<file path="src/rtl/pipe_stage_buf.sv">
// ---------------------------------------------------------------------------
// pipe_stage_buf
//   Elastic pipeline-stage register with a valid/ready handshake and a
//   2-entry skid buffer (head + skid). Upstream ready is a flop, so it never
//   depends combinationally on out_ready. Flush empties the stage and drives
//   BUBBLE on the output. Two saturating event counters report stall cycles
//   and flushes that discard live entries.
//
// Ports
//   clk        rising-edge clock
//   rst        asynchronous, active-high reset
//   flush      discard all held entries this cycle (beats accepted now are lost)
//   in_valid   upstream presents in_data
//   in_ready   stage can accept (registered)
//   in_data    upstream payload
//   out_valid  out_data holds a live entry
//   out_ready  downstream accepts
//   out_data   head entry, BUBBLE when out_valid=0
//   stall_cnt  cycles with out_valid=1 and out_ready=0 (saturating)
//   flush_cnt  cycles with flush=1 while the stage holds an entry (saturating)
// ---------------------------------------------------------------------------
// state   | meaning
// EMPTY   | nothing held, out_valid=0, in_ready=1
// ONE     | head valid, skid empty, in_ready=1
// FULL    | head and skid valid, in_ready=0
// ---------------------------------------------------------------------------
module pipe_stage_buf #(
    parameter int                 DATA_W = 68,
    parameter logic [DATA_W-1:0]  BUBBLE = {DATA_W{1'b0}},
    parameter int                 CNT_W  = 16
) (
    input  logic              clk,
    input  logic              rst,
    input  logic              flush,
    input  logic              in_valid,
    output logic              in_ready,
    input  logic [DATA_W-1:0] in_data,
    output logic              out_valid,
    input  logic              out_ready,
    output logic [DATA_W-1:0] out_data,
    output logic [CNT_W-1:0]  stall_cnt,
    output logic [CNT_W-1:0]  flush_cnt
);

    localparam logic [1:0] S_EMPTY = 2'd0;
    localparam logic [1:0] S_ONE   = 2'd1;
    localparam logic [1:0] S_FULL  = 2'd2;

    logic [1:0]        state_q, state_d;
    logic [DATA_W-1:0] head_q, head_d;
    logic [DATA_W-1:0] skid_q, skid_d;
    logic              in_ready_q, in_ready_d;
    logic [CNT_W-1:0]  stall_cnt_q, stall_cnt_d;
    logic [CNT_W-1:0]  flush_cnt_q, flush_cnt_d;

    logic acc;
    logic pop;
    logic stall_evt;
    logic flush_evt;

    assign out_valid = (state_q != S_EMPTY);
    assign out_data  = head_q;
    assign in_ready  = in_ready_q;
    assign stall_cnt = stall_cnt_q;
    assign flush_cnt = flush_cnt_q;

    assign acc = in_valid & in_ready_q;
    assign pop = out_valid & out_ready;

    always_comb begin
        state_d = state_q;
        head_d  = head_q;
        skid_d  = skid_q;
        if (flush) begin
            // Flush wins over any transfer; an accept in this cycle is dropped.
            state_d = S_EMPTY;
            head_d  = BUBBLE;
            skid_d  = BUBBLE;
        end else begin
            case (state_q)
                S_EMPTY: begin
                    if (acc) begin
                        state_d = S_ONE;
                        head_d  = in_data;
                    end
                end
                S_ONE: begin
                    if (acc && pop) begin
                        head_d = in_data;
                    end else if (acc) begin
                        state_d = S_FULL;
                        skid_d  = in_data;
                    end else if (pop) begin
                        state_d = S_EMPTY;
                        head_d  = BUBBLE;
                    end
                end
                S_FULL: begin
                    // in_ready is low here, so only a pop can happen.
                    if (pop) begin
                        state_d = S_ONE;
                        head_d  = skid_q;
                        skid_d  = BUBBLE;
                    end
                end
                default: begin
                    state_d = S_EMPTY;
                    head_d  = BUBBLE;
                    skid_d  = BUBBLE;
                end
            endcase
        end
    end

    assign in_ready_d = (state_d != S_FULL);

    // The skid only holds data when head does, so out_valid covers both.
    assign stall_evt = out_valid & ~out_ready;
    assign flush_evt = flush & out_valid;

    always_comb begin
        stall_cnt_d = stall_cnt_q;
        flush_cnt_d = flush_cnt_q;
        if (stall_evt && (stall_cnt_q != {CNT_W{1'b1}})) begin
            stall_cnt_d = stall_cnt_q + CNT_W'(1);
        end
        if (flush_evt && (flush_cnt_q != {CNT_W{1'b1}})) begin
            flush_cnt_d = flush_cnt_q + CNT_W'(1);
        end
    end

    always_ff @(posedge clk or posedge rst) begin
        if (rst) begin
            state_q     <= S_EMPTY;
            head_q      <= BUBBLE;
            skid_q      <= BUBBLE;
            in_ready_q  <= 1'b1;
            stall_cnt_q <= '0;
            flush_cnt_q <= '0;
        end else begin
            state_q     <= state_d;
            head_q      <= head_d;
            skid_q      <= skid_d;
            in_ready_q  <= in_ready_d;
            stall_cnt_q <= stall_cnt_d;
            flush_cnt_q <= flush_cnt_d;
        end
    end

endmodule

</file>
<file path="config.mk">
export PLATFORM = sky130hd
export DESIGN_NAME = pipe_stage_buf
export DESIGN_NICKNAME = d
export VERILOG_FILES = /design/src/rtl/pipe_stage_buf.sv
export SDC_FILE = /design/constraint.sdc
export NUM_CORES = 1
export LEC_CHECK = 0
export ABC_AREA = 1
export CAP_MARGIN = 10
export CORE_UTILIZATION = 30
export CTS_CLUSTER_DIAMETER = 40
export DETAILED_ROUTE_END_ITERATION = 8
export GPL_ROUTABILITY_DRIVEN = 0
export PLACE_DENSITY = 0.54
export SLEW_MARGIN = 15
export SYNTH_ARGS = -nofsm -noshare
export SYNTH_HDL_FRONTEND = slang
export SYNTH_SLANG_ARGS = --single-unit
</file>
<file path="constraint.sdc">
create_clock -name clk -period 11 [get_ports clk]
set_input_delay 2.75 -clock clk [delete_from_list [all_inputs] [get_ports clk]]
set_output_delay 2.75 -clock clk [all_outputs]
set_load 0.02 [all_outputs]
</file>
Word-level counts from Yosys, hierarchy flattened

Cells that the tools add are included.

Div/mod/pow operators: 0
$lt $le $gt $ge: 0
Mux-type cells: 17
Eq/ne operators: 12
Reduce and logical (&&, ||, !) cells: 7
Multipliers: 0
Add/subtract/negate cells: 2
Shift-type cells: 0
Bitwise logic cells: 5

Operators by type and width:

| cell                                                | number |
|---|---|
| 2-to-1 mux 68 bit                                   | 8 |
| one-hot mux 68 bit (3 select lines)                 | 2 |
| adder 16 x 1 -> 16 bit, second input constant       | 2 |
| != test 16 bit, second input constant               | 2 |
| 2-to-1 mux 2 bit                                    | 6 |
| != test 3 bit, second input constant                | 4 |
| != test 4 bit, second input constant                | 2 |
| AND reduction 4 bit                                 | 2 |
| one-hot mux 2 bit (3 select lines)                  | 1 |
| bitwise AND 1 bit                                   | 4 |
| != test 2 bit, second input constant                | 2 |
| logical AND 1 bit                                   | 3 |
| equality test 2 x 1 -> 1 bit, second input constant | 1 |
| equality test 2 bit, second input constant          | 1 |
| zero test 2 bit                                     | 1 |
| nonzero test 2 bit                                  | 1 |
| inverter 1 bit                                      | 1 |

Memory bits (writable): 0
Register bits: 171
Latch bits: 0
Memories: 0
Logic and storage cells: 49
Memory bits (read-only): 0
Input bits: 73

Depth between registers and ports, before layout

Gate-level depths: netlist (run 1).

Depth after elaboration: 8
Mapped depth: 10
Mapped depth without buffers: 9

Worst setup path after synthesis (run 1)

No wires, ideal clock.

Path kind: in2reg
Start: input in_valid
End: register head_q[44] (netlist: out_data[44])
Arrival time: 3614 ps
Setup slack: 7270 ps
Path buffers: 2
Stages: 8
Cell sequence: nand2_1 > o21ai_1 > nand2_1 > buf_2 > clkbuf_1 > o21ai_0 > nand2_1 > nand2_1

Word-level cells in the longest chain between the ends: 5
Elaborated cells on any way between the ends: 9
Classes of those cells: eq/ne (3); mux (3); bitwise (1); reduce/logical (2)

RTL lines:

| what                                | line | source |
|---|---|---|
| from (decl)                         | 35   | `input logic in_valid,` |
| bitwise AND 1 bit *                 | 67   | `assign acc = in_valid & in_ready_q;` |
| logical AND 1 bit                   | 88   | `if (acc && pop) begin` |
| 2-to-1 mux 68 bit                   | 88   |  |
| one-hot mux 68 bit (3 select lines) | 80   | `case (state_q)` |
| 2-to-1 mux 68 bit                   | 74   | `if (flush) begin` |
| to (signal assigned)                | 135  | `head_q <= BUBBLE;` |
| to (signal assigned)                | 142  | `head_q <= head_d;` |
| to (decl)                           | 50   | `logic [DATA_W-1:0] head_q, head_d;` |

Every way passes the cells marked *; elsewhere a longest branch is shown, timed or not.
A chain may end at the register's enable or synchronous reset.

Worst setup path in the final report (run 1)

Start: input out_ready
End: register skid_q[12]

Word-level cells in the longest chain between the ends: 4
Elaborated cells on any way between the ends: 5
Classes of those cells: eq/ne (2); bitwise (1); reduce/logical (2)

RTL lines:

| what                            | line | source |
|---|---|---|
| from (decl)                     | 39   | `input logic out_ready,` |
| bitwise AND 1 bit *             | 68   | `assign pop = out_valid & out_ready;` |
| logical AND 1 bit               | 88   |  |
| != test 3 bit (no line)         | n/a  |  |
| AND reduction 4 bit (no line) * | n/a  |  |
| to (signal assigned)            | 143  | `skid_q <= skid_d;` |
| to (decl)                       | 51   | `logic [DATA_W-1:0] skid_q, skid_d;` |

Marked as above.

==> results.json, run 1 <==
{
  "outcome": "finished clean",
  "ys_warn_count": 0,
  "dpl.hpwl_mm": 15.51,
  "synth_edf_count": 0,
  "finalPower_mw": 1.646,
  "slew_viol_final": 0,
  "avgRoutedWirePerCell_um": 14.31,
  "relSlewSlack_pct": 36.25,
  "ios": 175,
  "antenna_found_initial": 1,
  "cp.required_ns": 11.36,
  "nets": 1417,
  "portBuffers": 174,
  "n_fill_cell": 2995,
  "core-area_sq_um": 27930,
  "yosysUniqueCellTypes": 25,
  "synth_cells": 1202,
  "critPathMostFrequentCell": "nand2_1",
  "post_cts_buffers": 0,
  "dieWidth_um": 171.2,
  "hold_path.class": "flip-flop to flip-flop",
  "synth_top_area_share_pct": 49.54,
  "critical_path.max_stage_delay_ns": 0.89,
  "critPathCaptureType": "flip-flop",
  "grt_max_degree": 101,
  "dpl_worst_slack_ns": 4.813,
  "vias_per_cell": 4.582,
  "cts_resized": 0,
  "h-tree-depth": 4,
  "synth_common_cells": "nand2_1, dfrtp_1, nor2_1",
  "dr.first_iter.drc_count": 509,
  "hold_slack_ns": 0.4729,
  "synthesis.nets": 1277,
  "cp_top_family": "simple AND/OR/NAND/NOR gates",
  "cts_tree": "built",
  "drive_gt1_share_pct": 4.431,
  "cts_buffer_depth": 2,
  "ys_top_cells_by_area": "dfrtp_1, nand2_1, nand3_1",
  "worst_pin_slew_ns": 0.9563,
  "crit_fanout": 69,
  "multiInputGateArea_sq_um": 3679,
  "yosysTopAreaCell": "dfrtp_1",
  "row_count": 61,
  "seq_area_frac_synth_pct": 49.85,
  "grt_first_pass_wirelength_mm": 40.53,
  "initial_core_util_pct": 30.74,
  "drt_wl_total_mm": 24.79,
  "p_leak_nw": 5.590,
  "finalSetupViolations": 0,
  "fin_crit_sh_pct": 52.11,
  "cts-buffers-inserted": 17,
  "drc": 0,
  "firstDrtPassIters": 5,
  "cap_violations": 0,
  "crit_type": "input port to flip-flop",
  "power-per-cell-area_nw_per_um2": 147.2,
  "regArea_sq_um": 4280,
  "die_y_um": 171.2,
  "crit_buf_inv": 3,
  "ys_ff_latch": 171,
  "root_buffer": "clkbuf_16",
  "crit_chain": "clkdlybuf4s50_1 > inv_2 > o21ai_1 > nand3_4 > nand2_2 > buf_4 > nand2_1 > nand2_1",
  "ys.flop_type": "dfrtp_1",
  "vias": 7940,
  "fin_ws_ns": 5.268,
  "async_flop_share_pct": 100.0,
  "hold_viol_final": 0,
  "fin_util_pct": 40.02,
  "crit_path_start_kind": "input port",
  "critPathSlowestCell": "nand2_2",
  "arrival_ns": 6.09,
  "finClkSkew_ns": 0.01691,
  "fmax_mhz": 174.5,
  "cts_hold_buf": 0,
  "syn2layout_area_growth_pct": 30.19,
  "grt.overflow.total": 0,
  "avgSynthCellArea_sq_um": 7.144,
  "netlist_area_sq_um": 8587,
  "grt_usage_pct": 17.57,
  "yosysMostFrequentCell": "nand2_1",
  "clock_latency_ns": 0.43,
  "finalWorstPathRequiredPeriod_ns": 5.732,
  "ant_nets": 0,
  "rsz0062_at_grt": "false",
  "cts.reportedPaths.clkPinSlew_ns": 0.07,
  "peakVddDrop_mv": 0.08709,
  "grt_pass1_vias": 7834,
  "clock-sinks": 171,
  "finalSetupTns_ns": 0,
  "dieArea_sq_um": 29300
}
routing by layer:
metal	part of all wire (%)	track usage, %	vias to the layer above
li1	-	-	3959
met1	50	24.48	3777
met2	45	28.30	193
met3	4.6	3.474	11
met4	0.61	3.416	0
met5	0	0	-
through the flow:
stage,cells,area [sq um]
3_3_place_gp,1701,10600
2_1_floorplan,1202,8587
6_report,1733,11180
4_1_cts,1732,11180
3_5_place_dp,1701,10600
5_1_grt,1732,11180
cells by family after synthesis:
logic type	count (synthesis)	share of synthesized area, %
adders and majority gates	2	0.2914
and+or+nand+nor	775	35.79
DFF	171	49.85
buffers and inverters	159	7.752
xor gates and xnor gates	14	1.428
AOI/OAI and AO/OA	81	4.896
power by group:
part           switching (mW)  internal, mW  total, mW
Sequential             0.0461         0.680      0.726
Combinational           0.192         0.131      0.322
Clock                   0.265         0.332      0.598
cell type report:
cell class	instances	share of cell area [%]
clock buffer	20	4.175
tap	378	4.231
sequential	171	38.29
timing repair buffer	181	16.05
clock inverter	11	0.9625
inverter	99	3.369
multi-input combinational	872	32.90
antenna	1	0.02238
worst min-delay path: stages (launching register included):
cell and delay (ns):
dfrtp_1 0.34, nand2_1 0.05, nand2_1 0.05
registers in the layout (all words and copies together), names as in the netlist:
register   flops
out_data      68
skid_q        68
flush_cnt     16
stall_cnt     16
state_q        2
in_ready       1
final timing paths:
check / slack [ns] / to / startpoint / depth (start not counted)
worst max register to register: 7.56 / skid_q[12] / in_ready / 7
worst min register to register: 0.47 / skid_q[36] / skid_q[36] / 2
worst max-delay path: 5.27 / skid_q[12] / out_ready / 8
min in group asynchronous: 2.89 / flush_cnt[6] / rst / 2
max in group asynchronous: 6.59 / skid_q[42] / rst / 3
worst min-delay path: 0.47 / skid_q[36] / skid_q[36] / 2
cells in the final DEF, fill, tap and decap left out, types with 2 or more instances in the layout:
cell type and count:
o21ai_0 71, xor2_1 2, xnor2_1 12, inv_1 93
clkbuf_16 17, nor2_2 4, clkdlybuf4s50_1 174, nand2_1 561
clkbuf_8 3, inv_2 5, clkinvlp_4 2, nand2_2 5
nor2_1 103, dfrtp_1 170, clkinv_2 2, nand4_1 13
inv_6 6, buf_4 7, nor3_1 2, o21ai_1 6
a21oi_1 2, ha_1 2, nand3_1 82
Note: power is estimated with default switching activity, not from simulation.
==> run 2, diff against run 1 <==
==> constraint.sdc (replaced) <==
create_clock -name clk -period 5.4 [get_ports clk]
set_input_delay 1.35 -clock clk [delete_from_list [all_inputs] [get_ports clk]]
set_output_delay 1.35 -clock clk [all_outputs]
set_load 0.02 [all_outputs]
==> run 2 against run 1 <==
Via count down 0.97%. Die area unchanged. Setup slack worse by 3.1 ns. Sequential share of layout area down 0.081 points. Sequential cell count unchanged. Critical path depth unchanged. Cell count up 0.12%. Critical path type unchanged.
==> results.json, run 2 (same netlist as run 1, synthesis figures left out) <==
{
  "cts_tree": "built",
  "hold_path.class": "flip-flop to flip-flop",
  "cts_hold_buf": 0,
  "h-tree-depth": 4,
  "arrival_ns": 3.58,
  "hold_path_end": "skid_q[58]",
  "critical_path.max_stage_delay_ns": 0.56,
  "p_switching_mw": 1.043,
  "dieWidth_um": 171.2,
  "outcome": "finished clean",
  "initial_core_util_pct": 30.74,
  "min_from": "skid_q[58]",
  "fmax_mhz": 310.3,
  "finalWorstPathRequiredPeriod_ns": 3.223,
  "crit_type": "input port to flip-flop",
  "rsz0062_at_grt": "false",
  "finalSetupViolations": 0,
  "grt_first_pass_wirelength_mm": 40.64,
  "crit_path_start_kind": "input port",
  "dpl.hpwl_mm": 14.78,
  "critPathMostFrequentCell": "nand2_1",
  "rr_worst_depth": 7,
  "cap_violations": 0,
  "cts-buffers-inserted": 17,
  "grt_pass1_vias": 7809,
  "fin_ws_ns": 2.177,
  "drt_wl_total_mm": 24.53,
  "rr_endpoint": "skid_q[5]",
  "slew_viol_final": 0,
  "final_common_cell": "nand2_1",
  "drc": 0,
  "fin_crit_sh_pct": 59.68,
  "p_int_mw": 2.279,
  "dpl_worst_slack_ns": 1.613,
  "portBuffers": 174,
  "dieArea_sq_um": 29300,
  "crit_chain": "clkdlybuf4s50_1 > inv_2 > o21ai_1 > nand3_4 > nand2_2 > buf_4 > nand2_1 > nand2_1",
  "crit_fanout": 44,
  "layout_common_cells": "nand2_1, clkdlybuf4s50_1, dfrtp_1",
  "root_buffer": "clkbuf_16",
  "diodes": 0,
  "critPathCaptureType": "flip-flop",
  "r2r_start": "in_ready",
  "power_frac_comb_pct": 19.9,
  "core-area_sq_um": 27930,
  "finalSetupTns_ns": 0,
  "nets": 1419,
  "peakVddDrop_mv": 0.1613,
  "hold_viol_final": 0,
  "dr.first_iter.drc_count": 575,
  "vias": 7863,
  "clock-sinks": 171,
  "hold_slack_ns": 0.4707,
  "syn2layout_area_growth_pct": 30.47,
  "die_y_um": 171.2,
  "vias_per_cell": 4.532,
  "r2r_setup_slack_ns": 3.07,
  "cts_buffer_depth": 2,
  "worst_pin_slew_ns": 0.9979,
  "post_cts_buffers": 0,
  "ios": 175,
  "p_sw_share_pct": 31.39,
  "drive_gt1_share_pct": 4.643,
  "antenna_found_initial": 0,
  "grt_max_degree": 172,
  "clock_latency_ns": 0.42,
  "finClkSkew_ns": 0.008298,
  "p_leak_nw": 5.590,
  "grt_usage_pct": 17.57,
  "pwr-share-seq_pct": 44.5,
  "power-per-cell-area_nw_per_um2": 296.6,
  "row_count": 61,
  "cts_resized": 0,
  "cp.required_ns": 5.76,
  "critPathSlowestCell": "buf_4",
  "clkPwrFrac_pct": 35.6,
  "firstDrtPassIters": 5,
  "relSlewSlack_pct": 33.47,
  "ant_nets": 0,
  "whs_path_depth": 2,
  "cts.reportedPaths.clkPinSlew_ns": 0.07,
  "avgRoutedWirePerCell_um": 14.14,
  "grt.overflow.total": 0
}
==> run 2: cell types whose count changed in the layout (fill, tap and decap cells not counted), sizes merged <==
cell / previous run / this run
bufinv: 1 / 0
buf: 7 / 9
clkinv: 3 / 4
inv: 104 / 103
clkinvlp: 2 / 5
diode: 1 / 0
clkbuf: 20 / 19
==> run 2: metal layers <==
metal  part of all wire [%]  up-vias  GRT usage (%)  wire length (um)
li1                       -     3960              -                 -
met2                     45      216          28.03             10970
met3                    5.6       11          3.636              1381
met5                      0        -              0                 0
met4                   0.67        0          4.115               164
met1                     49     3676          24.32             12010
==> run 2: cell type report <==
type	count	area (sq um)
repair buffers	183	1834
fillers	2940	16730
well taps	378	473.0
inverters	99	375.4
multi-input cells	872	3679
clock buffers	19	452.9
clock inverters	13	108.9
flip-flops and latches	171	4280
==> run 2: worst max-delay path by stage <==
stage / from / endpoint / depth (start not counted)
3_3_place_gp: out_ready / out_data[32] / 8
5_1_grt: out_ready / skid_q[21] / 8
6_report: out_ready / skid_q[5] / 8
4_1_cts: out_ready / out_data[31] / 8
2_1_floorplan: rst / flush_cnt[0] / 1
3_5_place_dp: out_ready / out_data[31] / 8
==> run 2: power by group through the flow <==
stage	logic (mW)	registers, mW	clock network (mW)
2_1_floorplan	0.279	1.57	0
3_3_place_gp	0.668	1.50	0
3_5_place_dp	0.671	1.50	0
4_1_cts	0.674	1.48	1.23
5_1_grt	0.734	1.50	1.27
6_report	0.661	1.48	1.18
==> run 2: worst max-delay path, delay by kind of cell <==
family,cells,cell delay [ns]
and+or+nand+nor,4,0.74
buffers and inverters,3,1.14
AOI/OAI and AO/OA,1,0.33
==> run 2: per-stage QoR <==
stage,power [mW],instances,area [sq um],util (%)
4_1_cts,3.381,1735,11200,40.09
3_3_place_gp,2.171,1703,10640,38.08
2_1_floorplan,1.853,1202,8591,-
3_5_place_dp,2.174,1703,10640,38.08
5_1_grt,3.503,1735,11200,40.11
6_report,3.322,1735,11200,40.11
==> variant 1, RTL diff (settings of run 2) <==
The parameter `CNT_W` goes from 16 to 32.
--- a/src/rtl/pipe_stage_buf.sv
+++ b/src/rtl/pipe_stage_buf.sv
@@ -27,7 +27,7 @@
 module pipe_stage_buf #(
     parameter int                 DATA_W = 68,
     parameter logic [DATA_W-1:0]  BUBBLE = {DATA_W{1'b0}},
-    parameter int                 CNT_W  = 16
+    parameter int                 CNT_W  = 32
 ) (
     input  logic              clk,
     input  logic              rst,
Interface: changed (resized flush_cnt and stall_cnt); port bits go from 175 to 207. The function was not compared with the original's and may differ.
==> variant 1 against run 2 <==
  * Design area increased by 30%
  * Routed wire length increased by 33%
  * Sequential cell count up 32
  * Via count rose by 31%
  * Total power is 54% higher
  * Area after synthesis up 25%
  * Count of clock-buffer cells in the layout rose by 46
  * Die area rose by 24%
  * Synthesized cell count rose by 28%
  * Setup slack lost 590 ps
  * Clock skew grew 17 ps
==> variant 1: results (changes against run 2) <==
result of the run completed; CP max stage delay 940 ps (+380 ps); Post-Synth XOR/XNOR Area 2.12% (+0.70 points); number of placed instances with taps included 2,137 (+25%); WHS Endpoint out_data[2]; clock buffers 65 (+46); number of nets produced by synthesis 1,615 (+26%); final instance count without filler cells 2,220 (+28%); ant diodes 3 (+3); number of buffers between clock root and the deepest sink 3 (+1); Worst Hold Margin 474 ps (+3.67 ps); Post-Synth Adder-Cell Area 0.234% (-0.058 points); worst vdd rail ir drop 0.000202 V (+25%); drt initial violations 709 (+23%); number of antenna violations at the first check in global routing 9 (+9); worst-case setup slack after placement 1320 ps (-295 ps); global-route wire length before repair 53,600 um (+32%); endpoint of the most critical register-to-register path out_data[36]; crit-path max FO 42 (-4.5%); Slowest cell on crit path dfrtp_2; multi-input logic cell count 1,202 (+38%); critical register-to-register path startpoint state_q[1]; clock skew after layout 25.8 ps (+17.5 ps); final net count 1,803 (+27%); area fraction of clock buffers and clock inverters 10.1% (+5.1 points); H-tree levels 2 (-2); synthesized-area fraction occupied by ao, oa, aoi and oai cells 3.74% (-1.2 points); vias in the first global route 10,200 (+30%); clock latency on the worst-skew pair 530 ps (+110 ps); clk sink count 203 (+19%); average footprint of a synthesized cell 6.96 um^2 (-2.6%); DPL Wire Length 21,000 um (+42%); # rows 68 (+11%); critical hold path startpoint out_data[2]; Inverters excl. clock 60 (-39%); fraction of area in multi-input gates 34.7% (+1.9 points); count of unique library cells instantiated by Yosys 24 (-4.0%); portion of the layout cell area used by non-clock buffers 14.9% (-1.5 points); total leakage power 0.00682 uW (+22%); global routing usage summed across all routing layers 18.2% (+0.60 points); Buffers on Ports 206 (+18%); leading cell types by total area after synthesis dfrtp_1 (47%), nand2_1 (28%), nand3_1 (8.0%); clock-pin slew of the registers on the worst-case setup and hold paths 50 ps (-20 ps); share of layout cells above drive strength 1 5.90% (+1.3 points); worst max-slew margin expressed relative to the limit 40.2% (+6.7 points); Reg2Reg Setup Slack 2280 ps (-790 ps); fraction of area in registers 34.8% (-3.4 points); cell family contributing the most delay on the critical path flip-flops; area of placed instances 13,100 um^2 (+23%)
variant 1: power by group:
| part | internal (uW) | leakage (uW) | switching [uW] |
|---|---|---|---|
| Combinational | 294 | 0.00333 | 442 |
| Clock | 1760 | 0.000733 | 865 |
| Sequential | 1640 | 0.00275 | 104 |
| Total | 3700 | 0.00682 | 1410 |
variant 1: worst max-delay path by stage:
stage / start / end / slack (ps) / cells after the start
finish: state_q[1] / out_valid / 1580 / 3
global route: state_q[1] / out_valid / 1500 / 3
CTS: state_q[1] / out_valid / 1590 / 3
detailed placement: flush / skid_q[6] / 1320 / 7
global placement: flush / skid_q[16] / 1360 / 7
floorplan: rst / flush_cnt[0] / 1420 / 1
variant 1: layer usage:
layer | vias to the layer above | part of all wire, % | global-route usage (%)
met1 | 4739 | 45 | 23.5
met5 | - | 0.24 | 0
met4 | 12 | 1.9 | 4.71
met3 | 55 | 8.5 | 6.11
met2 | 257 | 45 | 28.8
li1 | 5204 | - | -
==> variant 2, RTL diff (flow settings as in run 2) <==
Made on the original files. Register the output `flush_cnt` once more, without a reset; this adds one clock of latency there. The other outputs are not delayed to match. Comments in the files are not updated.
--- a/src/rtl/pipe_stage_buf.sv
+++ b/src/rtl/pipe_stage_buf.sv
@@ -62,7 +62,9 @@
     assign out_data  = head_q;
     assign in_ready  = in_ready_q;
     assign stall_cnt = stall_cnt_q;
-    assign flush_cnt = flush_cnt_q;
+    always_ff @(posedge clk) begin
+        flush_cnt <= flush_cnt_q;
+    end
 
     assign acc = in_valid & in_ready_q;
     assign pop = out_valid & out_ready;
Check against the original RTL: not equivalent (a bounded check fails within 4 cycles, from zero or initial values and one cycle with rst high).
==> variant 2 against run 2 <==
  * Design area rose by 3.1%
  * Area after synthesis rose by 3.5%
  * Critical endpoint is now out_data[49]
  * Routed wire length fell by 3.3%
  * Setup slack improved by 79 ps
  * Total power rose by 7.4%
  * Critical path type unchanged
  * Sequential power rose by 9%
  * Sequential cell count rose by 16
==> variant 2: results (changes against run 2) <==
result of the run completed; fraction of registers with async set or reset after synthesis 91.4% (-8.6 points); crit-path max FO 37 (-16%); H-tree levels 4 (unchanged); share of the yosys chip area belonging to registers 51.8% (+1.9 points); count of unique library cells instantiated by Yosys 29 (+16%); CP max stage delay 760 ps (+200 ps); number of vias in the routed layout 7,768 (-1.2%); Pre-antenna DRT Iters 5 (unchanged); Resized cells post-CTS 0 (unchanged); post-detailed-route DRC marker count 0 (unchanged); clock-pin slew of the registers on the worst-case setup and hold paths 70 ps (about the same); number of nets produced by synthesis 1,286 (+0.70%); count of final setup violators 0 (unchanged); clock skew after layout 14.7 ps (+6.37 ps); worst max-slew margin expressed relative to the limit 27.1% (-6.4 points); number of buffers added for setup after CTS 0 (unchanged); path class of the lowest-slack min-delay path flip-flop to flip-flop; total leakage power 0.00574 uW (+2.6%); clock latency on the worst-skew pair 430 ps; number of antenna violations at the first check in global routing 0 (unchanged); drt initial violations 413 (-28%); final net count 1,430 (+0.78%); aggregate routed wire length 23,700 um (-3.3%); Commonest cells post-synth nand2_1 (560), dfrtp_1 (170), nor2_1 (101); Worst Path Arrival 3500 ps (-80 ps); worst vdd rail ir drop 0.000196 V (+22%); summed negative setup slack over all endpoints 0 ps (unchanged); Slowest cell on crit path nor2_4; area of placed instances 11,000 um^2 (+3.1%); Primary FF master, synth dfrtp_1; DPL Wire Length 14,900 um (+0.65%); Yosys Warn Count 0 (unchanged); Buffers on Ports 174 (unchanged); leading cell types by total area after synthesis dfrtp_1 (48%), nand2_1 (24%), nand3_1 (4.7%); share of layout cells above drive strength 1 4.68% (+0.036 points); cell chosen for the clock root clkbuf_16; global-route wire length before repair 40,200 um (-1.1%); pin count of the biggest net entering global routing 72 (-58%); cell family contributing the most delay on the critical path simple AND/OR/NAND/NOR gates; ant diodes 0 (unchanged); global routing usage summed across all routing layers 16.4% (-1.2 points); number of fillers in the final layout 2,998 (+2.0%)
==> variant 2: changes by cell type after synthesis, sizes merged, moves of 3 or more <==
cell | before | now
nor2 | 108 | 104
nand2 | 567 | 562
buf | 30 | 33
clkbuf | 30 | 27
dfxtp | 0 | 16
==> variant 2: worst paths after layout <==
check                          startpoint            to  slack (ps)  cells past startpoint
max                                 flush  out_data[49]        2260                      8
min                        flush_cnt_q[1]  flush_cnt[1]         460                      0
max reg2reg                      in_ready    skid_q[47]        3120                      7
min reg2reg                flush_cnt_q[1]  flush_cnt[1]         460                      0
max in group asynchronous             rst      in_ready        2980                      3
min in group asynchronous             rst  out_data[52]        1490                      2
==> variant 2: power breakdown <==
part / switching (uW) / internal (uW)
registers: 94.1 / 1520
clock network: 610 / 644
logic: 411 / 287
total: 1120 / 2450
==> variant 2: logic make-up (layout without fill, tap and decap cells) <==
logic type               after synthesis  in the layout  share of synthesized area (%)
AO/OA/AOI/OAI                         82             82                           4.82
XOR/XNOR                              16             16                           1.58
adder cells (fa/ha/maj)                2              2                          0.282
buffers and inverters                157            314                           7.28
flip-flops                           187            187                           51.8
AND/OR/NAND/NOR                      767            767                           34.3
==> variant 2: routing by layer <==
layer  global-route usage [%]  part of all wire, %  vias up  routed length [um]
met1                     22.3                   49     3586               11600
met2                     26.7                   46      163               10900
met3                     2.89                  3.8       16                 900
met5                        0                    0        -                   0
met4                     4.31                  1.2        0                 287
li1                         -                    -     4003                   -
==> variant 2: through the flow <==
step           hold WS, ps  std cells  worst slack, ps
3_3_place_gp           439       1720             1790
3_5_place_dp           438       1720             1750
5_1_grt                473       1752             2070
6_report               461       1752             2260
4_1_cts                456       1752             2210
2_1_floorplan          401       1211             1870
==> variant 2: area by class of cell <==
class                           count  area, um^2  area share [%]
Sequential cell                   187        4600            39.8
Multi-Input combinational cell    867        3670            31.8
Timing Repair Buffer              185        1850            16.0
Tap cell                          384         480            4.16
Clock buffer                       20         458            3.97
Inverter                           97         368            3.19
Clock inverter                     12         123            1.06
